File: config.mk
export PLATFORM = sky130hd
export DESIGN_NAME = keypad_scanner
export DESIGN_NICKNAME = d
export VERILOG_FILES = /design/src/rtl/keypad_scanner.sv
export SDC_FILE = /design/constraint.sdc
export NUM_CORES = 1
export LEC_CHECK = 0
export ABC_CLOCK_PERIOD_IN_PS = 14850
export CAP_MARGIN = 10
export CORE_UTILIZATION = 50
export CTS_CLUSTER_SIZE = 14
export DETAILED_ROUTE_END_ITERATION = 16
export MAX_ROUTING_LAYER = met4
export PLACE_DENSITY_LB_ADDON = 0.2
export SYNTH_ARGS = -nofsm -noshare
export SYNTH_HDL_FRONTEND = slang
export SYNTH_SLANG_ARGS = --single-unit
File: constraint.sdc
create_clock -name clk -period 14.85 [get_ports clk]
set_input_delay 2.97 -clock clk [delete_from_list [all_inputs] [get_ports clk]]
set_output_delay 2.97 -clock clk [all_outputs]
set_load 0.05 [all_outputs]
File: src/rtl/keypad_scanner.sv
// 4x4 matrix keypad scanner with frame-based debounce and a valid/ack event port.
// Press codes are {4'h0, key}, release codes {4'h8, key}; key = row_idx*4 + col_idx.
module keypad_scanner #(
    parameter int unsigned SCAN_DIV = 1000,
    parameter int unsigned DEBOUNCE = 4
) (
    input  logic       clk,
    input  logic       rst,
    input  logic [3:0] row,
    output logic [3:0] col,
    output logic [7:0] KB,
    output logic       kb_valid,
    input  logic       kb_ack,
    output logic       overrun
);

    localparam int unsigned DivW = (SCAN_DIV > 1) ? $clog2(SCAN_DIV) : 1;
    localparam int unsigned CntW = $clog2(DEBOUNCE + 1);

    typedef enum logic {StReleased, StPressed} state_e;

    logic [DivW-1:0] div_q;
    logic [1:0]      col_idx_q;
    logic [15:0]     map_q;
    logic [15:0]     frame_map;
    logic            sample;
    logic            eval;

    state_e          state_q, state_d;
    logic [3:0]      cand_q, cand_d;
    logic [3:0]      held_q, held_d;
    logic [CntW-1:0] cnt_q, cnt_d;
    logic            emit_q, emit_d;
    logic [7:0]      emit_code_q, emit_code_d;

    logic [7:0]      kb_q;
    logic            valid_q;
    logic            ovr_q;

    logic [4:0]      n_ones;
    logic [3:0]      key_idx;
    logic            single;
    logic            has_held;

    assign sample = (div_q == DivW'(SCAN_DIV - 1));
    assign eval   = sample && (col_idx_q == 2'd3);
    assign col    = ~(4'b0001 << col_idx_q);

    // Current column's rows merged in, so the frame is complete on the column-3 sample.
    always_comb begin
        frame_map = map_q;
        for (int r = 0; r < 4; r++) begin
            frame_map[{2'(r), col_idx_q}] = ~row[r];
        end
    end

    always_comb begin
        n_ones  = '0;
        key_idx = '0;
        for (int i = 0; i < 16; i++) begin
            if (frame_map[i]) begin
                n_ones  = n_ones + 5'd1;
                key_idx = 4'(i);
            end
        end
    end

    assign single   = (n_ones == 5'd1);
    assign has_held = frame_map[held_q];

    always_ff @(posedge clk or negedge rst) begin
        if (!rst) begin
            div_q     <= '0;
            col_idx_q <= 2'd0;
            map_q     <= '0;
        end else if (sample) begin
            div_q     <= '0;
            col_idx_q <= col_idx_q + 2'd1;
            map_q     <= frame_map;
        end else begin
            div_q     <= div_q + DivW'(1);
        end
    end

    always_comb begin
        state_d     = state_q;
        cand_d      = cand_q;
        held_d      = held_q;
        cnt_d       = cnt_q;
        emit_d      = 1'b0;
        emit_code_d = emit_code_q;
        if (eval) begin
            unique case (state_q)
                StReleased: begin
                    if (single) begin
                        if (key_idx == cand_q) begin
                            cnt_d = cnt_q + CntW'(1);
                        end else begin
                            cand_d = key_idx;
                            cnt_d  = CntW'(1);
                        end
                    end else begin
                        cnt_d = '0;
                    end
                    if (cnt_d == CntW'(DEBOUNCE)) begin
                        emit_d      = 1'b1;
                        emit_code_d = {4'h0, cand_d};
                        held_d      = cand_d;
                        cnt_d       = '0;
                        state_d     = StPressed;
                    end
                end
                StPressed: begin
                    if (has_held) begin
                        cnt_d = '0;
                    end else begin
                        cnt_d = cnt_q + CntW'(1);
                    end
                    if (cnt_d == CntW'(DEBOUNCE)) begin
                        emit_d      = 1'b1;
                        emit_code_d = {4'h8, held_q};
                        cnt_d       = '0;
                        state_d     = StReleased;
                    end
                end
            endcase
        end
    end

    always_ff @(posedge clk or negedge rst) begin
        if (!rst) begin
            state_q     <= StReleased;
            cand_q      <= '0;
            held_q      <= '0;
            cnt_q       <= '0;
            emit_q      <= 1'b0;
            emit_code_q <= 8'h00;
        end else begin
            state_q     <= state_d;
            cand_q      <= cand_d;
            held_q      <= held_d;
            cnt_q       <= cnt_d;
            emit_q      <= emit_d;
            emit_code_q <= emit_code_d;
        end
    end

    // An ack frees the slot in the same cycle an event arrives, so the event is kept.
    always_ff @(posedge clk or negedge rst) begin
        if (!rst) begin
            kb_q    <= 8'h00;
            valid_q <= 1'b0;
            ovr_q   <= 1'b0;
        end else if (emit_q) begin
            if (!valid_q || kb_ack) begin
                kb_q    <= emit_code_q;
                valid_q <= 1'b1;
                ovr_q   <= 1'b0;
            end else begin
                ovr_q   <= 1'b1;
            end
        end else if (kb_ack && valid_q) begin
            valid_q <= 1'b0;
            ovr_q   <= 1'b0;
        end
    end

    assign KB       = kb_q;
    assign kb_valid = valid_q;
    assign overrun  = ovr_q;

endmodule

==> Word level (Yosys, flattened, before mapping) <==
Cells that the tools add are included.
{ "word_totals": {"ff_bits": 59, "input_bits": 7, "out_inout_bits": 14, "word_cells": 141} }
{ "op_classes": {"addsub": 18, "magnitude_cmp": 9, "n_eq_ne": 9, "shift": 1, "mux": 72, "bitwise": 6, "reduce_logical": 14} }
{ "op_table": {"columns": ["op", "count"], "rows": [
  ["adder 5 x 1 -> 5 bit, second input constant", 15],
  ["2-to-1 mux 5 bit", 15],
  ["bitwise mux 16 bit", 4],
  ["2-to-1 mux 4 bit", 16],
  ["2-to-1 mux 3 bit", 9],
  ["2-to-1 mux 1 bit", 16],
  ["2-to-1 mux 8 bit", 2],
  ["one-hot mux 8 bit (2 select lines)", 1],
  ["less-than comparator 4 x 5 -> 1 bit, second input constant", 3],
  ["adder 10 x 1 -> 10 bit, second input constant", 1],
  ["equality test 10 bit, second input constant", 1],
  ["2-to-1 mux 10 bit", 1],
  ["demux 1 bit (select 2 bit)", 4],
  ["greater-or-equal comparator 4 x 1 -> 1 bit, second input constant", 2],
  ["equality test 3 bit, second input constant", 2],
  ["logical AND 1 bit", 6],
  ["one-hot mux 3 bit (2 select lines)", 1],
  ["AND reduction 2 bit", 3],
  ["AND reduction 3 bit", 2],
  ["equality test 5 x 1 -> 1 bit, second input constant", 1],
  ["less-than comparator 2 x 5 -> 1 bit, second input constant", 1],
  ["less-than comparator 3 x 5 -> 1 bit, second input constant", 1],
  ["inverter 1 bit", 5],
  ["binary-select mux 1 bit (select 4 bit)", 1],
  ["other kinds (14)", 16]
]} }

==> Logic depth before layout (Yosys ltp) <==
Gate-level depths: netlist of run 1.
{ "depth": {"ltp_word": 47, "ltp_mapped": 58, "ltp_nobuf": 56} }

==> Worst setup path before layout of run 1 <==
Ideal clock, no wire load.
{ "synth_path": {"path_type": "input port to flip-flop", "startpoint": "in row[0]", "endpoint": "reg emit_code_q[3]", "setup_time_ps": 125, "arrival_time_ps": 12088, "required_ps": 14725, "slack_ps": 2637, "path_stages": 55, "n_path_buf": 1, "path_cell_list": "inv_1 > mux2i_1 > inv_1 > ha_1 > or3_1 > and2_1 > ha_1 > and3_1 > a31o_1 > ha_1 > inv_1 > o21ai_0 > ha_1 > a211o_1 > a21o_1 > ha_1 > nor2_1 > a31oi_1 > (+19 left out) > mux2_2 > ha_1 > nor2_1 > nor2_1 > ha_1 > nand2_1 > nand2_1 > ha_1 > nand2_1 > mux2i_1 > a221o_1 > nand2_1 > a2bb2oi_1 > nand3_1 > o21ai_2 > and2_4 > buf_6 > mux2_4"} }
{ "synth_between": {"word_cells_on_any_way": 71, "cone_classes": "add/sub (15); eq/ne (6); mux (48); bitwise (1); reduce/logical (1)"} }
{ "synth_rtl": {"columns": ["item", "line_no", "text"], "rows": [
  ["start: declaration", "9", "input logic [3:0] row,"],
  ["inverter 1 bit *", "53", "frame_map[{2'(r), col_idx_q}] = ~row[r];"],
  ["bitwise mux 16 bit * (4 in a row)", "53", null],
  ["net frame_map[1]", "25", "logic [15:0] frame_map;"],
  ["2-to-1 mux 5 bit", "61", "if (frame_map[i]) begin"],
  ["adder 5 x 1 -> 5 bit", "62", "n_ones = n_ones + 5'd1;"],
  ["2-to-1 mux 5 bit", "61", null],
  ["adder 5 x 1 -> 5 bit", "62", null],
  ["2-to-1 mux 5 bit", "61", null],
  ["(+23 left out)", null, null],
  ["2-to-1 mux 5 bit", "61", null],
  ["equality test 5 x 1 -> 1 bit", "68", "assign single = (n_ones == 5'd1);"],
  ["2-to-1 mux 3 bit", "95", "if (single) begin"],
  ["2-to-1 mux 3 bit", "93", "unique case (state_q)"],
  ["2-to-1 mux 3 bit", "92", "if (eval) begin"],
  ["equality test 3 bit", "105", "if (cnt_d == CntW'(DEBOUNCE)) begin"],
  ["!= test 2 bit (no line)", null, null],
  ["AND reduction 3 bit (no line)", null, null],
  ["end signal: assignment", "144", "emit_code_q <= emit_code_d;"],
  ["end: declaration", "34", "logic [7:0] emit_code_q, emit_code_d;"]
]} }
Mark *: on every way through the listed nets, which the timed path passes. The rest lies on a longest branch. The select of a mux whose other input is x is not followed.
A chain may end at the register's enable or synchronous reset.

==> Final worst setup path of run 1 <==
{ "layout_path": {"startpoint": "in row[0]", "endpoint": "reg cnt_q[2]"} }
{ "layout_between": {"word_cells_on_any_way": 67, "cone_classes": "add/sub (15); eq/ne (4); mux (47); bitwise (1)"} }
{ "layout_rtl": {"columns": ["item", "line_no", "text"], "rows": [
  ["inverter 1 bit *", "53", null],
  ["bitwise mux 16 bit * (4 in a row)", "53", null],
  ["net frame_map[1]", "25", null],
  ["2-to-1 mux 5 bit", "61", null],
  ["adder 5 x 1 -> 5 bit", "62", null],
  ["2-to-1 mux 5 bit", "61", null],
  ["adder 5 x 1 -> 5 bit", "62", null],
  ["2-to-1 mux 5 bit", "61", null],
  ["(+23 left out)", null, null],
  ["2-to-1 mux 5 bit", "61", null],
  ["equality test 5 x 1 -> 1 bit", "68", null],
  ["2-to-1 mux 3 bit", "95", null],
  ["2-to-1 mux 3 bit", "93", null],
  ["2-to-1 mux 3 bit", "92", null],
  ["equality test 3 bit", "105", null],
  ["2-to-1 mux 3 bit", "105", null],
  ["one-hot mux 3 bit (2 select lines) *", "93", null],
  ["end signal: assignment", "142", "cnt_q <= cnt_d;"],
  ["end: declaration", "32", "logic [CntW-1:0] cnt_q, cnt_d;"]
]} }
Marked as above.

==> impl_metrics.yaml, run 1 <==
run_status:
  status: "finished, final reports clean"
routing:
  ant_nets: 0
  vias: 4081
  drtIter0Drc: 314
  drc: 0
  wire_per_inst_um: 16.3
  vias_per_cell: 5.91
  postRouteWirelength_mm: 11.3
  drtPass1Iterations: 5
global_routing:
  grt_max_degree: 54
  grt.total_usage_pct: 24.7
  first_global_vias: 4033
  grt.overflow.total: 0
  grt_pass1_wl_mm: 19.3
  gr-usage-met3_pct: 2.58
  grt_busiest_layer: "met2"
  grt.met1_usage_pct: 33.2
  met2_usage_pct: 39.8
  grt_antenna_before_repair: 0
clock_tree:
  postCtsHoldBufs: 0
  cts_max_level: 2
  clockBufferDepth: 2
  ctsResizeCount: 0
  insertion_delay_ns: 0.30
  cts_tree: "yes"
  cts_sinks: 53
  clk_pin_slew_worst_paths_ns: 0.10
  cts_buffers: 5
  cts_root_buffer: "clkbuf_8"
  postCtsSetupBuffers: 0
logic_synthesis:
  synth_top_cell_by_area: "dfrtp_1"
  yosys-top-cells-area: "dfrtp_1, nand2_1, ha_1"
  async_reset_ff_share_pct: 100
  seq_area_frac_synth_pct: 27.4
  netlist_instances: 554
  synth_seq_cells: 53
  dominantRegCellSynth: "dfrtp_1"
  synth_top_area_share_pct: 27.4
  yosysUniqueCellTypes: 86
  yosysWarnings: 0
  avgSynthCellArea_sq_um: 8.73
  synth_edf_count: 0
  synth_area_sq_um: 4840
sta:
  worst_pin_slew_ns: 1.12
  skew_ns: 0.00803
  hold_viol: 0
  post-route-period-util_pct: 90.2
  max_freq_mhz: 74.7
  fin_tns_setup_ns: 0
  rsz0062_at_grt: "false"
  period_minus_slack_ns: 13.39
  finalMaxSlewViolations: 0
  setup_viol: 0
  relSlewSlack_pct: 24.9
critical_path:
  rr_startpoint: "col_idx_q[1]"
  slowest_delay_ns: 0.54
  crit_path_start_kind: "primary input"
  endpoint_kind: "flip-flop"
  cp_data_required_time_ns: 15.09
  setup.worst_path.start: "row[0]"
  cp_max_fo: 5
  crit_arrival_ns: 13.63
  critical_path_class: "in -> reg"
  cp_common_cell: "ha_1"
  cp_slowest_cell: "clkdlybuf4s50_1"
min_path:
  hp-start: "map_q[12]"
  hold_path_class: "reg -> reg"
floorplan:
  ios: 21
  floorplan.initialDensity_pct: 52.1
  core-area_sq_um: 9280
  placement_rows: 35
  die_w_um: 100
  die_area_sq_um: 10100
  die_h_um: 100
placement:
  place_inst: 683
  dp_hpwl_mm: 8.85
  gp_congestion: 0.917
  portBuffers: 17
  placed_area_sq_um: 5060
finish:
  antennaDiodeCount: 0
  drive_gt1_share_pct: 11.7
  final_common_cell: "nand2_1"
  final_nets: 589
  final_core_util_pct: 55.8
  area_delta_synth_final_pct: 7.16
  final_cell_mix: "nand2_1, dfrtp_1, o21ai_0"
  final.fill_count: 870
  fin_area_sq_um: 5180
  final_cells: 691
power:
  powerDensity_nw_per_um2: 122
  totalPowerFinal_mw: 0.630
  leakagePower_nw: 2.26
  ir_worst_vdd_mv: 0.106
run:
  drv_cap: 0
critical path: cells and delay by family:
family / cells / cell delay (ns)
mux: 3 / 0.79
buf+inv: 7 / 1.06
compound gates: 14 / 3.12
fa+ha+maj: 14 / 3.78
simple gates: 16 / 1.87
layer usage:
layer / vias to the layer above / share of wire (%)
li1: 2013 / -
met1: 1942 / 47
met2: 111 / 47
met3: 15 / 4.2
met4: 0 / 1.2
met5: - / 0
power breakdown:
group,leakage (nW),switching [mW],internal [mW]
logic,1.61,0.226,0.159
registers,0.596,0.0000000000000000233,0.144
clock network,0.0574,0.0464,0.0548
final timing paths:
check | end | slack (ns) | cells after the start
max | cnt_q[2] | 1.46 | 54
min | map_q[12] | 0.49 | 2
max reg2reg | cnt_q[2] | 3.40 | 55
min reg2reg | map_q[12] | 0.49 | 2
max in group asynchronous | map_q[9] | 11.63 | 2
min in group asynchronous | div_q[7] | 2.75 | 2
Yosys cell counts (12+ instances only):
cell      number
nand2_1       74
dfrtp_1       53
o21ai_0       43
nor2_1        38
xnor2_1       30
a21oi_1       23
inv_1         22
ha_1          21
mux2i_1       13
clkbuf_1      12
xor2_1        12
sequential cells by signal, indices dropped and copies added, names as in the netlist:
name and flops:
map_q 16, kb_valid 1, state_q 1, div_q 10, emit_code_q 5, col_idx_q 2
emit_q 1, cnt_q 3, KB 5, overrun 1, cand_q 4, held_q 4
final cells by class:
type,instances,area [sq um],share of cell area [%]
inverter,26,97.6,1.88
clock buffer,6,82.6,1.59
tap,129,161,3.11
timing repair buffer,20,188,3.62
sequential,53,1330,25.6
clock inverter,2,37.5,0.724
multi-input combinational,455,3290,63.5
kinds of logic (layout without fill, tap and decap cells):
group | after synthesis | after routing | synth area share [%]
AOI/OAI and AO/OA | 141 | 141 | 19.8
xor gates and xnor gates | 51 | 51 | 11.4
adders and majority gates | 21 | 21 | 5.43
buffers and inverters | 48 | 54 | 4.71
DFF | 53 | 53 | 27.4
muxes | 34 | 34 | 9.13
other | 1 | 3 | 0.0775
and+or+nand+nor | 205 | 205 | 22.0
per-stage QoR:
step	hold WS, ns	setup WS, ns
final	0.490	1.46
after global routing	0.509	0.534
after floorplan	0.448	2.64
after CTS	0.494	1.55
after detailed placement	0.471	1.26
after global placement	0.463	1.62
No activity file was read; power rests on OpenSTA's default activity.
==> run 2, diff against run 1 <==
--- a/config.mk
+++ b/config.mk
@@ -8,7 +8,7 @@
 export ABC_CLOCK_PERIOD_IN_PS = 14850
 export CAP_MARGIN = 10
 export CORE_UTILIZATION = 50
-export CTS_CLUSTER_SIZE = 14
+export CTS_CLUSTER_SIZE = 10
 export DETAILED_ROUTE_END_ITERATION = 16
 export MAX_ROUTING_LAYER = met4
 export PLACE_DENSITY_LB_ADDON = 0.2
==> results of run 2 <==
No change in the layout: final DEF, timing and power equal those of run 1.
==> run 3, diff against run 2 <==
--- a/config.mk
+++ b/config.mk
@@ -11,7 +11,7 @@
 export CTS_CLUSTER_SIZE = 10
 export DETAILED_ROUTE_END_ITERATION = 16
 export MAX_ROUTING_LAYER = met4
-export PLACE_DENSITY_LB_ADDON = 0.2
+export PLACE_DENSITY = 0.77
 export SYNTH_ARGS = -nofsm -noshare
 export SYNTH_HDL_FRONTEND = slang
 export SYNTH_SLANG_ARGS = --single-unit
==> impl_metrics.yaml, run 3 (synthesis gave the netlist of run 1 again) <==
clock_tree:
  cts_max_level: 2
  clockBufferDepth: 2
  cts_sinks: 53
  postCtsHoldBufs: 0
  cts_root_buffer: "clkbuf_8"
  insertion_delay_ns: 0.31
  clk_pin_slew_worst_paths_ns: 0.10
  cts_buffers: 5
  postCtsSetupBuffers: 0
  ctsResizeCount: 0
  cts_tree: "yes"
sta:
  skew_ns: 0.0141
  max_freq_mhz: 74.8
  relSlewSlack_pct: 26.3
  finalMaxSlewViolations: 0
  hold_viol: 0
  fin_tns_setup_ns: 0
  period_minus_slack_ns: 13.37
  whs_ns: 0.488
  setup_viol: 0
  post-route-period-util_pct: 90.0
  worst_pin_slew_ns: 1.09
  rsz0062_at_grt: "false"
finish:
  largest_reg_flops: 16
  final_cell_mix: "nand2_1, dfrtp_1, o21ai_0"
  drive_gt1_share_pct: 11.6
  top_regs: "map_q: 16 flops, div_q: 10 flops"
  regMostFlops: "map_q"
  antennaDiodeCount: 0
  fin_area_sq_um: 5150
  area_delta_synth_final_pct: 6.52
  final_common_cell: "nand2_1"
  final_nets: 588
  final_cells: 690
power:
  switchingPower_mw: 0.276
  clockPowerShare_pct: 14.0
  p_int_mw: 0.341
  totalPowerFinal_mw: 0.617
  swShare_pct: 44.7
  comb_power_share_pct: 62.7
  ir_worst_vdd_mv: 0.0677
  powerDensity_nw_per_um2: 120
  leakagePower_nw: 2.25
  p_seq_share_pct: 23.4
routing:
  postRouteWirelength_mm: 10.6
  wire_per_inst_um: 15.4
  drc: 0
  vias_per_cell: 5.86
  drtIter0Drc: 228
  drtPass1Iterations: 5
  vias: 4046
  ant_nets: 0
floorplan:
  floorplan.initialDensity_pct: 52.1
  ios: 21
  die_area_sq_um: 10100
  placement_rows: 35
  die_h_um: 100
  core-area_sq_um: 9280
  die_w_um: 100
critical_path:
  setup.worst_path.start: "row[0]"
  slowest_delay_ns: 0.55
  cp_max_fo: 6
  cp_data_required_time_ns: 15.05
  crit_arrival_ns: 13.57
  cp_common_cell: "ha_1"
  endpoint_kind: "flip-flop"
  critical_path_class: "in -> reg"
  crit_path_start_kind: "primary input"
  cp_slowest_cell: "clkdlybuf4s50_1"
  rr_startpoint: "col_idx_q[1]"
min_path:
  hp-start: "KB[7]"
  hold_path_class: "reg -> reg"
run:
  drv_cap: 0
global_routing:
  grt_pass1_wl_mm: 18.3
  first_global_vias: 3876
  grt_antenna_before_repair: 0
  grt.overflow.total: 0
  grt_max_degree: 54
  grt.total_usage_pct: 23.3
placement:
  placed_area_sq_um: 5060
  portBuffers: 17
  place_inst: 682
  dp_hpwl_mm: 8.32
  gp_congestion: 0.891
run_status:
  status: "finished, final reports clean"
==> run 3: cell types whose count changed in the layout (fill, tap and decap cells not counted) <==
cell / previous run / this run
buf_4: 3 / 2
bufinv_16: 1 / 0
clkinv_2: 0 / 1
clkinvlp_4: 1 / 0
clkinv_4: 0 / 1
==> run 3: metrics by stage <==
| step | util, % | worst slack (ns) |
|---|---|---|
| final | 55.5 | 1.48 |
| after global routing | 55.5 | 0.675 |
| after CTS | 55.5 | 1.57 |
| after detailed placement | 54.5 | 1.26 |
| after global placement | 54.5 | 1.70 |
| after floorplan | - | 2.64 |
==> run 3: worst paths after layout <==
path	cells after the start	endpoint	slack [ns]
max in group asynchronous	2	div_q[6]	11.63
hold / removal	2	KB[7]	0.49
min in group asynchronous	2	KB[3]	2.76
setup / recovery	54	emit_code_q[3]	1.48
setup reg to reg	55	emit_code_q[3]	3.47
hold reg to reg	2	KB[7]	0.49
==> run 3: cell type report <==
| type | count | area [sq um] |
|---|---|---|
| clock inverter | 2 | 13.8 |
| fill | 837 | 4130 |
| timing repair buffer | 19 | 180 |
| multi-input combinational | 455 | 3290 |
| clock buffer | 6 | 82.6 |
| sequential | 53 | 1330 |
| inverter | 26 | 97.6 |
| tap | 129 | 161 |
==> run 3: power by group through the flow <==
stage / sequential (mW) / clock [mW] / combinational [mW]
2_1_floorplan: 0.147 / 0 / 0.317
3_3_place_gp: 0.147 / 0 / 0.364
3_5_place_dp: 0.147 / 0 / 0.380
4_1_cts: 0.144 / 0.0888 / 0.384
5_1_grt: 0.144 / 0.0934 / 0.426
6_report: 0.144 / 0.0861 / 0.387
==> run 3: worst max-delay path, delay by kind of cell <==
kind                     cells  cell delay, ns
adder cells (fa/ha/maj)     14            3.81
AO/OA/AOI/OAI               13            2.61
AND/OR/NAND/NOR             17            2.19
buffers and inverters        6            0.90
multiplexers                 4            1.05
==> run 3: per-layer routing <==
metal  wire length [um]  vias to the layer above  GRT usage, %  part of all wire, %
met5                  0                        -             -                    0
met4                223                        0          8.58                  2.1
met3                368                       21          1.95                  3.5
met2               5010                       94          36.0                   47
met1               5020                     1924          32.0                   47
li1                   -                     2007             -                    -
